===== config.mk =====
export PLATFORM = sky130hd
export DESIGN_NAME = rob_commit_flat
export DESIGN_NICKNAME = d
export VERILOG_FILES = /design/src/rtl/tomasulo_pkg.sv /design/src/rtl/rob_commit_if.sv /design/src/rtl/rob_entry_file.sv /design/src/rtl/rob_commit.sv /design/src/flat_wrapper.sv
export SDC_FILE = /design/constraint.sdc
export NUM_CORES = 1
export LEC_CHECK = 0
export ABC_AREA = 1
export CAP_MARGIN = 0
export CORE_MARGIN = 2
export CORE_UTILIZATION = 50
export CTS_CLUSTER_DIAMETER = 30
export CTS_CLUSTER_SIZE = 40
export DETAILED_ROUTE_END_ITERATION = 8
export MAX_ROUTING_LAYER = met4
export PLACE_DENSITY = 0.73
export SLEW_MARGIN = 10
export SYNTH_ARGS = -nofsm -noshare
export SYNTH_HDL_FRONTEND = slang
export SYNTH_HIERARCHICAL = 1
export SYNTH_SLANG_ARGS = --single-unit

===== constraint.sdc =====
create_clock -name clk1 -period 3.7 [get_ports clk1]
set_input_delay 0.37 -clock clk1 [delete_from_list [all_inputs] [get_ports clk1]]
set_output_delay 0.37 -clock clk1 [all_outputs]
set_load 0.01 [all_outputs]

===== src/rtl/tomasulo_pkg.sv =====
// Shared ROB/Tomasulo constants, entry layout and opcode helpers.
package tomasulo_pkg;
  localparam int ROB_DEPTH = 8;
  localparam int TAG_W     = 3;
  localparam int DATA_W    = 16;

  localparam logic [3:0] OP_ADD   = 4'b0000;
  localparam logic [3:0] OP_SUB   = 4'b0001;
  localparam logic [3:0] OP_MUL   = 4'b0010;
  localparam logic [3:0] OP_DIV   = 4'b0011;
  localparam logic [3:0] OP_LOAD  = 4'b0100;
  localparam logic [3:0] OP_STORE = 4'b0101;
  localparam logic [3:0] OP_BEQ   = 4'b0110;
  localparam logic [3:0] OP_BNEQ  = 4'b0111;

  typedef logic [TAG_W-1:0]  tag_t;
  typedef logic [DATA_W-1:0] data_t;

  typedef struct packed {
    logic       busy;
    logic       done;
    logic [3:0] func;
    logic [3:0] rd;
    logic [7:0] addr;
    data_t      value;
  } rob_entry_t;

  function automatic logic writes_reg(input logic [3:0] f);
    return f <= OP_LOAD;
  endfunction

  function automatic logic is_branch(input logic [3:0] f);
    return (f == OP_BEQ) || (f == OP_BNEQ);
  endfunction
endpackage


===== src/rtl/rob_commit_if.sv =====
// Issue / CDB / retire bundle between the pipeline and the ROB.
interface rob_commit_if;
  import tomasulo_pkg::*;

  logic       alloc_valid;
  logic [3:0] alloc_func;
  logic [3:0] alloc_rd;
  logic [7:0] alloc_addr;
  logic       alloc_ready;
  tag_t       alloc_tag;

  logic       cdb_valid;
  tag_t       cdb_tag;
  data_t      cdb_data;

  logic       commit_we;
  logic [3:0] commit_rd;
  data_t      commit_data;
  tag_t       commit_tag;

  logic       mem_we;
  logic [7:0] mem_addr;
  data_t      mem_wdata;

  logic       flush;
  logic [3:0] flush_pc;

  modport master (
    output alloc_valid, alloc_func, alloc_rd, alloc_addr,
    output cdb_valid, cdb_tag, cdb_data,
    input  alloc_ready, alloc_tag,
    input  commit_we, commit_rd, commit_data, commit_tag,
    input  mem_we, mem_addr, mem_wdata,
    input  flush, flush_pc
  );

  modport slave (
    input  alloc_valid, alloc_func, alloc_rd, alloc_addr,
    input  cdb_valid, cdb_tag, cdb_data,
    output alloc_ready, alloc_tag,
    output commit_we, commit_rd, commit_data, commit_tag,
    output mem_we, mem_addr, mem_wdata,
    output flush, flush_pc
  );
endinterface


===== src/rtl/rob_entry_file.sv =====
// ROB entry storage: allocate, CDB writeback and retire write ports.
module rob_entry_file
  import tomasulo_pkg::*;
(
  input  logic       clk1,
  input  logic       rst_n,
  input  logic       flush,
  input  logic       alloc_en,
  input  tag_t       alloc_idx,
  input  logic [3:0] alloc_func,
  input  logic [3:0] alloc_rd,
  input  logic [7:0] alloc_addr,
  input  logic       cdb_valid,
  input  tag_t       cdb_tag,
  input  data_t      cdb_data,
  input  logic       retire_en,
  input  tag_t       retire_idx,
  input  tag_t       rd_idx,
  output rob_entry_t rd_entry
);
  rob_entry_t ent [ROB_DEPTH];

  // later assignments win: retire over CDB, allocate over both
  always_ff @(posedge clk1 or negedge rst_n) begin
    if (!rst_n) begin
      for (int i = 0; i < ROB_DEPTH; i++)
        ent[i] <= '0;
    end else begin
      for (int i = 0; i < ROB_DEPTH; i++) begin
        if (flush) begin
          ent[i].busy <= 1'b0;
          ent[i].done <= 1'b0;
        end else begin
          if (cdb_valid && cdb_tag == tag_t'(i)
              && ent[i].busy) begin
            ent[i].done  <= 1'b1;
            ent[i].value <= cdb_data;
          end
          if (retire_en && retire_idx == tag_t'(i)) begin
            ent[i].busy <= 1'b0;
            ent[i].done <= 1'b0;
          end
          if (alloc_en && alloc_idx == tag_t'(i)) begin
            ent[i].busy <= 1'b1;
            ent[i].done <= 1'b0;
            ent[i].func <= alloc_func;
            ent[i].rd   <= alloc_rd;
            ent[i].addr <= alloc_addr;
          end
        end
      end
    end
  end

  assign rd_entry = ent[rd_idx];
endmodule


===== src/rtl/rob_commit.sv =====
// In-order ROB: pointers, occupancy and single-slot retire/flush.
module rob_commit
  import tomasulo_pkg::*;
(
  input logic         clk1,
  input logic         rst_n,
  rob_commit_if.slave bus
);
  localparam logic [3:0] FULL = 4'(ROB_DEPTH);

  tag_t       head_p;
  tag_t       tail_p;
  logic [3:0] count;
  rob_entry_t head_e;
  logic       alloc_fire;
  logic       commit_fire;
  logic       taken;
  logic       wr_reg;
  logic       wr_mem;

  assign bus.alloc_ready = (count < FULL);
  assign bus.alloc_tag   = tail_p;

  assign commit_fire = head_e.busy && head_e.done;
  assign wr_reg      = commit_fire && writes_reg(head_e.func);
  assign wr_mem      = commit_fire && (head_e.func == OP_STORE);
  assign taken       = commit_fire && is_branch(head_e.func)
                       && head_e.value[0];
  // a taken branch wipes the ROB, so a same-cycle allocation is dropped
  assign alloc_fire  = bus.alloc_valid && bus.alloc_ready && !taken;

  rob_entry_file u_file (
    .clk1       (clk1),
    .rst_n      (rst_n),
    .flush      (taken),
    .alloc_en   (alloc_fire),
    .alloc_idx  (tail_p),
    .alloc_func (bus.alloc_func),
    .alloc_rd   (bus.alloc_rd),
    .alloc_addr (bus.alloc_addr),
    .cdb_valid  (bus.cdb_valid),
    .cdb_tag    (bus.cdb_tag),
    .cdb_data   (bus.cdb_data),
    .retire_en  (commit_fire),
    .retire_idx (head_p),
    .rd_idx     (head_p),
    .rd_entry   (head_e)
  );

  always_ff @(posedge clk1 or negedge rst_n) begin
    if (!rst_n) begin
      head_p <= '0;
      tail_p <= '0;
      count  <= '0;
    end else if (taken) begin
      head_p <= '0;
      tail_p <= '0;
      count  <= '0;
    end else begin
      if (alloc_fire)
        tail_p <= tail_p + tag_t'(1);
      if (commit_fire)
        head_p <= head_p + tag_t'(1);
      count <= count + 4'(alloc_fire) - 4'(commit_fire);
    end
  end

  always_ff @(posedge clk1 or negedge rst_n) begin
    if (!rst_n) begin
      bus.commit_we   <= 1'b0;
      bus.commit_rd   <= '0;
      bus.commit_data <= '0;
      bus.commit_tag  <= '0;
      bus.mem_we      <= 1'b0;
      bus.mem_addr    <= '0;
      bus.mem_wdata   <= '0;
      bus.flush       <= 1'b0;
      bus.flush_pc    <= '0;
    end else begin
      bus.commit_we <= wr_reg;
      bus.mem_we    <= wr_mem;
      bus.flush     <= taken;
      if (wr_reg) begin
        bus.commit_rd   <= head_e.rd;
        bus.commit_data <= head_e.value;
        bus.commit_tag  <= head_p;
      end
      if (wr_mem) begin
        bus.mem_addr  <= head_e.addr;
        bus.mem_wdata <= head_e.value;
      end
      if (taken)
        bus.flush_pc <= head_e.rd;
    end
  end
endmodule

===== src/flat_wrapper.sv =====
// flat-port wrapper written by rule: the top's interface ports become plain ports
module rob_commit_flat import tomasulo_pkg::*;
  (clk1, rst_n, bus_alloc_valid, bus_alloc_func, bus_alloc_rd, bus_alloc_addr, bus_cdb_valid, bus_cdb_tag, bus_cdb_data, bus_alloc_ready, bus_alloc_tag, bus_commit_we, bus_commit_rd, bus_commit_data, bus_commit_tag, bus_mem_we, bus_mem_addr, bus_mem_wdata, bus_flush, bus_flush_pc);
  rob_commit_if bus_i ();
  input logic clk1;
  input logic rst_n;
  input wire logic [$bits(bus_i.alloc_valid)-1:0] bus_alloc_valid;
  input wire logic [$bits(bus_i.alloc_func)-1:0] bus_alloc_func;
  input wire logic [$bits(bus_i.alloc_rd)-1:0] bus_alloc_rd;
  input wire logic [$bits(bus_i.alloc_addr)-1:0] bus_alloc_addr;
  input wire logic [$bits(bus_i.cdb_valid)-1:0] bus_cdb_valid;
  input wire logic [$bits(bus_i.cdb_tag)-1:0] bus_cdb_tag;
  input wire logic [$bits(bus_i.cdb_data)-1:0] bus_cdb_data;
  output wire logic [$bits(bus_i.alloc_ready)-1:0] bus_alloc_ready;
  output wire logic [$bits(bus_i.alloc_tag)-1:0] bus_alloc_tag;
  output wire logic [$bits(bus_i.commit_we)-1:0] bus_commit_we;
  output wire logic [$bits(bus_i.commit_rd)-1:0] bus_commit_rd;
  output wire logic [$bits(bus_i.commit_data)-1:0] bus_commit_data;
  output wire logic [$bits(bus_i.commit_tag)-1:0] bus_commit_tag;
  output wire logic [$bits(bus_i.mem_we)-1:0] bus_mem_we;
  output wire logic [$bits(bus_i.mem_addr)-1:0] bus_mem_addr;
  output wire logic [$bits(bus_i.mem_wdata)-1:0] bus_mem_wdata;
  output wire logic [$bits(bus_i.flush)-1:0] bus_flush;
  output wire logic [$bits(bus_i.flush_pc)-1:0] bus_flush_pc;
  assign bus_i.alloc_valid = bus_alloc_valid;
  assign bus_i.alloc_func = bus_alloc_func;
  assign bus_i.alloc_rd = bus_alloc_rd;
  assign bus_i.alloc_addr = bus_alloc_addr;
  assign bus_i.cdb_valid = bus_cdb_valid;
  assign bus_i.cdb_tag = bus_cdb_tag;
  assign bus_i.cdb_data = bus_cdb_data;
  assign bus_alloc_ready = bus_i.alloc_ready;
  assign bus_alloc_tag = bus_i.alloc_tag;
  assign bus_commit_we = bus_i.commit_we;
  assign bus_commit_rd = bus_i.commit_rd;
  assign bus_commit_data = bus_i.commit_data;
  assign bus_commit_tag = bus_i.commit_tag;
  assign bus_mem_we = bus_i.mem_we;
  assign bus_mem_addr = bus_i.mem_addr;
  assign bus_mem_wdata = bus_i.mem_wdata;
  assign bus_flush = bus_i.flush;
  assign bus_flush_pc = bus_i.flush_pc;
  rob_commit u_core (.clk1(clk1), .rst_n(rst_n), .bus(bus_i));
endmodule

==> impl_results.md, run 1 <==
- Area contributors post-synth: dfrtp_1 (49%), nand2_1 (20%), inv_1 (7.7%)
- WP data arrival: 3690 ps
- Most frequent cell after synthesis: nand2_1
- CTS tree: yes
- Outcome: finished, final reports clean
- GR Overflow Total: 0
- Mapped Nets: 2284
- Core ar.: 33700 um2
- Layout cell share with drive strength beyond 1: 0.1161
- Min Clock Period, post-route: 3266 ps
- Synth warn: 6
- Sum of buffers and inverters on the critical path: 4
- Residual DRC: 0
- Nets: 2370
- Initial antenna violation count: 0
- Syn Area/Cell: 7.689 um2
- Commonest cells in the netlist: nand2_1 (903), inv_1 (352), dfrtp_1 (336), nand3_1 (208), o21ai_1 (93)
- First-pass GRT wire length: 74.53 mm
- Non-filler cells, final: 2833
- # port buffers: 96
- Layout Utilization: 0.6243
- Post-synthesis cell type count: 33
- Fin. max-slew vios: 0
- Worst-path cell chain: inv_4 -> nand2_1 -> nand3_1 -> nand2_1 -> nand2_1 -> nand2_1 -> nand2_4 -> nor2_4 -> inv_2 -> nor2_2 -> buf_4 -> inv_4 -> nand3_4 -> o21ai_0
- Leakage dissipation: 11.14 nW
- Area growth syn-to-layout: 22.25%
- Max rail drop VDD: 0.4781 mV
- CP required: 4120 ps
- Via/cell ratio: 5.141
- Cell area after synthesis: 17210 um2
- Tcrit/Tclk final: 0.8828
- Ant. Diodes: 0
- Leading area contributor after synthesis: dfrtp_1
- Power Density: 997.3 nW/um2
- # clock sinks: 336
- Grt peak-use layer: met2
- Initial DRT Pass Iterations: 7
- Worst-path clk slew: 50 ps
- Routed Antenna Nets: 0
- Setup bufs post-CTS: 0
- Critical path class: register to register
- Hold Path Class: register to register
- # fillers: 2834
- Final GP Congestion: 0.8620
- Synth Flop Type: dfrtp_1
- RSZ-0062 raised after global routing: no
- CP most frequent cell: nand2_1
- Met2 usage: 0.4167
- CP Launch Type: register
- Mapped Cells: 2238
- Starting density of the core: 0.5107
- Final HPWL DP: 26.36 mm
- Async SR Flop Fraction: 1.000
- Fin Clk Skew: 19.11 ps
- H-Tree Depth: 3
- GRT Overall Usage: 0.2675
- Max Buffers Root-to-Sink: 3
- Slew headroom: 0.3527
- Core Rows: 67
- Total CTS buffers: 78
- Worst setup EP type: register
- Largest net degree at the start of global routing: 116
- DR WL/cell: 16.02 um
- Post-synthesis register bit count: 336
- Via count: 14560
- Vias in the first global route: 14370
- CTS root buf: clkbuf_16
- Yosys top cell area share: 0.4886
- Die footprint: 35920 um2
- IO Count: 97
- Sequential area share after synthesis: 0.4886
- Final Hold Vio Count: 0
- Worst-margin pin slew: 970.9 ps
- Cell family with most CP delay: simple AND/OR/NAND/NOR gates
- Met1 Use GR: 0.3552
- Worst-Skew Late Latency: 560 ps
- Final WL: 45.38 mm
- Maximum Capacitance Violations: 0
- Die H: 189.5 um
- M3 GR Usage: 0.04875
- Total Power: 20.98 mW
- Die width: 189.5 um
- DR iter-0 viols: 1390
- EDFF count, synth: 0
- Endpoints failing setup: 0
- Slowest stage cell, crit path: dfrtp_4
- CP max stage delay: 570 ps
- Critical path fanouts, max: 37
- Setup TNS: 0 ps
- Cell count after placement: 2691
- Max Clk Rate: 0.3062 GHz
==> registers in the layout, summed over array words and instances, names as in the netlist <==
signal,count
u_core/bus.flush,1
u_core/bus.commit_data,16
u_core/bus.flush_pc,4
u_core/bus.commit_tag,3
u_core/bus.commit_we,1
u_core/u_file/ent,272
u_core/bus.mem_we,1
u_core/bus.mem_addr,8
u_core/bus.alloc_tag,3
u_core/bus.mem_wdata,16
u_core/bus.commit_rd,4
u_core/count,4
u_core/head_p,3
==> path summary, 6_finish.rpt <==
| kind | startpoint | to | slack [ps] | cells past startpoint |
|---|---|---|---|---|
| setup / recovery | u_core/head_p[0]$_DFFE_PN0P_ | u_core/u_file/ent[157]$_DFFE_PN0P_ | 430 | 14 |
| hold / removal | u_core/u_file/ent[172]$_DFFE_PN0P_ | u_core/u_file/ent[172]$_DFFE_PN0P_ | 470 | 2 |
| setup reg to reg | u_core/head_p[0]$_DFFE_PN0P_ | u_core/u_file/ent[157]$_DFFE_PN0P_ | 430 | 14 |
| hold reg to reg | u_core/u_file/ent[172]$_DFFE_PN0P_ | u_core/u_file/ent[172]$_DFFE_PN0P_ | 470 | 2 |
| max in group asynchronous | rst_n | u_core/head_p[1]$_DFFE_PN0P_ | 2260 | 3 |
| min in group asynchronous | rst_n | u_core/u_file/ent[43]$_DFFE_PN0P_ | 480 | 2 |
==> per-stage QoR <==
step / worst slack (ps) / hold WS [ps] / area [um2]
CTS: 491.0 / 469.2 / 21040
detailed placement: 553.2 / 458.4 / 18140
global placement: 598.8 / 453.0 / 18140
floorplan: 808.8 / 74.41 / 17210
global route: 165.5 / 487.7 / 21040
finish: 433.7 / 471.0 / 21040
==> repair_timing <==
action	4_1_cts	5_1_grt
endpoints found under the hold margin	94	0
resized for setup	0	0
hold buffers	1	0
==> placed cells by master (no fill, tap or decap), types with 6 or more instances in the layout <==
cell and count:
a21oi_1 7, buf_4 19, bufinv_16 16, clkbuf_1 11, clkbuf_16 83, clkbuf_8 10, clkdlybuf4s50_1 95, clkinv_2 10
clkinvlp_4 7, dfrtp_1 334, ha_1 6, inv_1 352, nand2_1 903, nand2_2 7, nand3_1 208, nand3_4 12
nor2_1 25, nor2_4 10, o21ai_0 66, o21ai_1 93, o21ai_2 72
==> power by group <==
part           switching (mW)  total (mW)  internal (mW)  leakage, nW
clock                    2.10        7.46           5.36         1.40
sequential              0.911        6.16           5.25         4.30
combinational            4.82        7.36           2.54         5.44
total                    7.83        21.0           13.2         11.1
==> layout make-up <==
class / instances / area, um2 / share of cell area
Sequential cell: 336 / 8413 / 0.3999
Inverter: 362 / 1368 / 0.06501
Timing Repair Buffer: 119 / 1179 / 0.05602
Clock buffer: 104 / 2256 / 0.1072
Multi-Input combinational cell: 1427 / 6629 / 0.3151
Clock inverter: 37 / 633.1 / 0.03009
Tap cell: 448 / 560.5 / 0.02664
==> tightest hold or removal path, delay by kind of cell, from the launching register on <==
| kind | cells | cell delay (ps) |
|---|---|---|
| flops | 1 | 340 |
| simple gates | 2 | 100 |
==> cells by family after synthesis <==
family	Yosys count	synth area share
buf+inv	475	0.1262
compound gates	239	0.08536
flops	336	0.4886
fa+ha+maj	7	0.005526
simple gates	1179	0.2933
xor+xnor	2	0.001018
==> metal layers <==
| metal | up-vias | wire length [um] |
|---|---|---|
| met3 | 98 | 3052 |
| met2 | 543 | 21360 |
| met5 | - | 0 |
| met1 | 6891 | 19920 |
| met4 | 0 | 1043 |
| li1 | 7032 | - |
Power figures use the tool's default switching activity.
==> run 2, diff against run 1 <==
--- a/config.mk
+++ b/config.mk
@@ -13,7 +13,7 @@
 export CTS_CLUSTER_SIZE = 40
 export DETAILED_ROUTE_END_ITERATION = 8
 export MAX_ROUTING_LAYER = met4
-export PLACE_DENSITY = 0.73
+export PLACE_DENSITY = 0.72
 export SLEW_MARGIN = 10
 export SYNTH_ARGS = -nofsm -noshare
 export SYNTH_HDL_FRONTEND = slang
==> impl_results.md, run 2 (synthesis results as in run 1) <==
- DR WL/cell: 16.05 um
- Final Hold Vio Count: 0
- Tcrit/Tclk final: 0.9082
- RSZ-0062 raised after global routing: no
- Min Clock Period, post-route: 3360 ps
- Starting density of the core: 0.5107
- Initial antenna violation count: 0
- DR iter-0 viols: 1316
- Fin. max-slew vios: 0
- Fin Clk Skew: 23.77 ps
- IO Count: 97
- Critical path class: register to register
- Max Buffers Root-to-Sink: 3
- Routed Antenna Nets: 0
- Worst-margin pin slew: 886.9 ps
- Outcome: finished, final reports clean
- CP Launch Type: register
- Area growth syn-to-layout: 20.21%
- Reg with most FFs: u_core/u_file/ent
- H-Tree Depth: 3
- Biggest regs: u_core/u_file/ent: 272 flops, u_core/bus.commit_data: 16 flops, u_core/bus.mem_wdata: 16 flops
- Worst-Skew Late Latency: 580 ps
- CTS tree: yes
- Maximum Capacitance Violations: 0
- Leakage dissipation: 10.95 nW
- Max reg flops: 272
- Worst-path clk slew: 50 ps
- Hold Path Class: primary input to async pin
- Vias in the first global route: 14490
- Nets: 2366
- Final GP Congestion: 0.8585
- Total Power: 20.14 mW
- # port buffers: 96
- Layout cell share with drive strength beyond 1: 0.1126
- Critical path fanouts, max: 144
- Slew headroom: 0.4087
- Die footprint: 35920 um2
- Final WL: 45.38 mm
- Commonest non-fill, non-tap cell in the layout: nand2_1
- Largest net degree at the start of global routing: 145
- GRT Overall Usage: 0.2668
- Setup TNS: 0 ps
- CP most frequent cell: nand2_1
- Die H: 189.5 um
- Ant. Diodes: 0
- First-pass GRT wire length: 74.36 mm
- CP required: 4130 ps
- Via count: 14720
- # clock sinks: 336
- Worst-path cell chain: buf_12 -> nand2_1 -> nand3_1 -> nand2_1 -> nand2_1 -> nand2_1 -> nand2_4 -> nor2_4 -> inv_2 -> nor2_2 -> buf_4 -> inv_4 -> nand3_4 -> nand2_1 -> o21ai_2
- Die width: 189.5 um
- Initial DRT Pass Iterations: 6
- Via/cell ratio: 5.206
- Final HPWL DP: 26.14 mm
- Power Density: 973.6 nW/um2
- Total CTS buffers: 76
- Max Clk Rate: 0.2976 GHz
- WP data arrival: 3790 ps
- CP max stage delay: 520 ps
- Residual DRC: 0
- GR Overflow Total: 0
- # fillers: 2867
- Endpoints failing setup: 0
- Commonest cells after routing, fill and taps aside: nand2_1 (903), inv_1 (352), dfrtp_1 (334)
- CTS root buf: clkbuf_16
- Core ar.: 33700 um2
- Max rail drop VDD: 0.6382 mV
- Slowest stage cell, crit path: nand3_4
- Hold WS: 454.2 ps
- Core Rows: 67
- Worst setup EP type: register
run 2: cell types whose count changed in the layout (fill, tap and decap cells not counted):
cell and change:
buf_12 +1, clkbuf_1 +4, clkinvlp_4 +3, buf_4 -3, inv_6 +7, clkbuf_16 -6
clkbuf_8 -2, bufinv_16 -9
run 2: timing repair:
action	CTS	global route
hold buffers	1	0
gates resized for setup	0	0
hold endpoints to repair	102	0
setup buffers	0	0
run 2: path summary, 6_finish.rpt:
check / start / to / slack [ps] / cells after the start
min in group clk1: u_core/u_file/ent[179]$_DFFE_PN0P_ / u_core/u_file/ent[179]$_DFFE_PN0P_ / 470 / 2
worst min-delay path: rst_n / u_core/u_file/ent[144]$_DFFE_PN0P_ / 450 / 2
worst min register to register: u_core/u_file/ent[179]$_DFFE_PN0P_ / u_core/u_file/ent[179]$_DFFE_PN0P_ / 470 / 2
max in group asynchronous: rst_n / u_core/head_p[1]$_DFFE_PN0P_ / 2240 / 3
worst max register to register: u_core/head_p[0]$_DFFE_PN0P_ / u_core/u_file/ent[78]$_DFFE_PN0P_ / 340 / 15
worst max-delay path: u_core/head_p[0]$_DFFE_PN0P_ / u_core/u_file/ent[78]$_DFFE_PN0P_ / 340 / 15
run 2: area by class of cell:
class / instances / area (um2) / share of cell area
clock buffer: 100 / 2093 / 0.1012
clock inverter: 38 / 446.7 / 0.02159
inverter: 362 / 1368 / 0.06611
multi-input combinational: 1427 / 6629 / 0.3204
sequential: 336 / 8413 / 0.4067
tap: 448 / 560.5 / 0.02710
timing repair buffer: 117 / 1176 / 0.05686
run 2: worst max-delay path: cells and delay by family, from the launching register on:
family          cells  cell delay, ps
buf+inv             4            1180
simple gates       10            1460
compound gates      1              80
flops               1             440
run 2: per-layer routing:
layer | global-route usage | wire length, um | up-vias
met2 | 0.4221 | 21400 | 616
li1 | - | - | 7012
met1 | 0.3490 | 19460 | 7002
met5 | - | 0 | -
met4 | 0.09451 | 1032 | 0
met3 | 0.04467 | 3500 | 92
run 2: power breakdown:
part | leakage [nW] | switching, mW | internal (mW)
Clock | 1.22 | 2.14 | 4.47
Combinational | 5.44 | 4.83 | 2.56
Sequential | 4.30 | 0.888 | 5.24
run 2: stage by stage:
stage	util	instances	instance area, um2	worst slack [ps]
finish	0.6138	2828	20690	339.7
detailed placement	0.5382	2689	18140	427.7
global placement	0.5382	2689	18140	508.1
floorplan	-	2238	17210	808.8
CTS	0.6138	2828	20690	353.9
global route	0.6138	2828	20690	86.44
==> run 3, diff against run 2 <==
--- a/config.mk
+++ b/config.mk
@@ -8,12 +8,11 @@
 export ABC_AREA = 1
 export CAP_MARGIN = 0
 export CORE_MARGIN = 2
-export CORE_UTILIZATION = 50
+export CORE_UTILIZATION = 55
 export CTS_CLUSTER_DIAMETER = 30
-export CTS_CLUSTER_SIZE = 40
 export DETAILED_ROUTE_END_ITERATION = 8
 export MAX_ROUTING_LAYER = met4
-export PLACE_DENSITY = 0.72
+export PLACE_DENSITY = 0.77
 export SLEW_MARGIN = 10
 export SYNTH_ARGS = -nofsm -noshare
 export SYNTH_HDL_FRONTEND = slang
==> impl_results.md, run 3 (synthesis results as in run 1) <==
- Outcome: finished, final reports clean
- Nets: 2365
- Tcrit/Tclk final: 0.8672
- Max Clk Rate: 0.3117 GHz
- Min Clock Period, post-route: 3209 ps
- Hold Path Class: primary input to async pin
- Setup bufs post-CTS: 0
- H-Tree Depth: 3
- Worst-path clk slew: 50 ps
- CTS root buf: clkbuf_16
- Die footprint: 32720 um2
- # port buffers: 96
- IO Count: 97
- Final Hold Vio Count: 0
- Vias in the first global route: 14370
- Reg with most FFs: u_core/u_file/ent
- Biggest regs: u_core/u_file/ent: 272 flops, u_core/bus.commit_data: 16 flops, u_core/bus.mem_wdata: 16 flops
- Area growth syn-to-layout: 20.39%
- Critical path class: register to register
- Commonest cells after routing, fill and taps aside: nand2_1 (903), inv_1 (352), dfrtp_1 (334)
- # clock sinks: 336
- Maximum Capacitance Violations: 0
- Core Rows: 64
- Max Buffers Root-to-Sink: 3
- Final GP Congestion: 0.8633
- Fin. max-slew vios: 0
- WP data arrival: 3630 ps
- GRT Overall Usage: 0.2867
- Worst-Skew Late Latency: 580 ps
- Leakage dissipation: 11.02 nW
- GR Overflow Total: 0
- Routed Antenna Nets: 0
- Via/cell ratio: 5.297
- Initial DRT Pass Iterations: 6
- Starting density of the core: 0.5611
- Ant. Diodes: 0
- Via count: 14660
- Largest net degree at the start of global routing: 111
- DR WL/cell: 16.34 um
- Fin Clk Skew: 33.61 ps
- CP required: 4120 ps
- Die width: 180.9 um
- CP Launch Type: register
- Residual DRC: 0
- Commonest non-fill, non-tap cell in the layout: nand2_1
- Power Density: 989.9 nW/um2
- Max reg flops: 272
- Worst setup EP type: register
- Hold WS: 458.9 ps
- CTS tree: yes
- Layout cell share with drive strength beyond 1: 0.1130
- Worst-margin pin slew: 879.7 ps
- Final WL: 45.22 mm
- First-pass GRT wire length: 73.80 mm
- DR iter-0 viols: 1367
- Setup TNS: 0 ps
- Die H: 180.9 um
- RSZ-0062 raised after global routing: no
- Critical path fanouts, max: 53
- Max rail drop VDD: 0.4522 mV
- Slew headroom: 0.4135
- Final HPWL DP: 25.86 mm
- Total CTS buffers: 72
- Endpoints failing setup: 0
- Core ar.: 30670 um2
- Initial antenna violation count: 0
## run 3: worst max-delay path, stage by stage, from the launching register on
cell and delay (ps):
dfrtp_4 680, buf_12 300, nand2_1 110, nand3_1 110, nand2_1 60, nand2_1 60, nand2_1 100, nand2_4 130
nor2_4 50, inv_2 40, nor2_2 50, inv_4 440, nand3_4 550, nand2_1 230, o21ai_2 70
## run 3: area by class of cell
cell class                 count  area [um2]
clock buffer                  86        1936
fill                        2391        9951
multi-input combinational   1427        6629
tap                          396       495.5
clock inverter                41       691.9
inverter                     362        1368
sequential                   336        8413
timing repair buffer         120        1186
## run 3: final timing paths
check	start	end	slack [ps]	depth (start not counted)
setup reg to reg	u_core/head_p[0]$_DFFE_PN0P_	u_core/u_file/ent[78]$_DFFE_PN0P_	490	14
min in group clk1	u_core/u_file/ent[177]$_DFFE_PN0P_	u_core/u_file/ent[177]$_DFFE_PN0P_	470	2
max in group asynchronous	rst_n	u_core/bus.mem_addr[7]$_DFFE_PN0P_	2270	3
hold / removal	rst_n	u_core/u_file/ent[38]$_DFFE_PN0P_	460	2
setup / recovery	u_core/head_p[0]$_DFFE_PN0P_	u_core/u_file/ent[78]$_DFFE_PN0P_	490	14
hold reg to reg	u_core/u_file/ent[177]$_DFFE_PN0P_	u_core/u_file/ent[177]$_DFFE_PN0P_	470	2
## run 3: per-layer routing
| layer | part of all wire | global-route usage | vias up |
|---|---|---|---|
| li1 | - | - | 7002 |
| met1 | 0.42 | 0.3801 | 6956 |
| met2 | 0.47 | 0.4479 | 620 |
| met3 | 0.085 | 0.05402 | 85 |
| met4 | 0.019 | 0.09226 | 0 |
| met5 | 0 | - | - |
## run 3: per-stage QoR
stage	std cells	total power, mW	setup slack [ps]	instance area (um2)	utilization
final	2768	20.51	491.4	20720	0.6755
after global routing	2768	21.89	210.5	20720	0.6755
after CTS	2768	20.49	506.6	20720	0.6755
after detailed placement	2640	13.33	549.4	18080	0.5895
after global placement	2640	13.09	631.2	18080	0.5895
after floorplan	2238	11.35	808.8	17210	-
## run 3: power breakdown
group | total, mW | switching, mW | internal, mW
Combinational | 7.37 | 4.81 | 2.56
Sequential | 6.19 | 0.949 | 5.24
Clock | 6.95 | 2.14 | 4.81
Total | 20.5 | 7.90 | 12.6
## run 3: repair_timing
item                      in CTS  in global routing
hold endpoints to repair     105                  0
resized for setup              0                  0
hold buffers                   1                  0
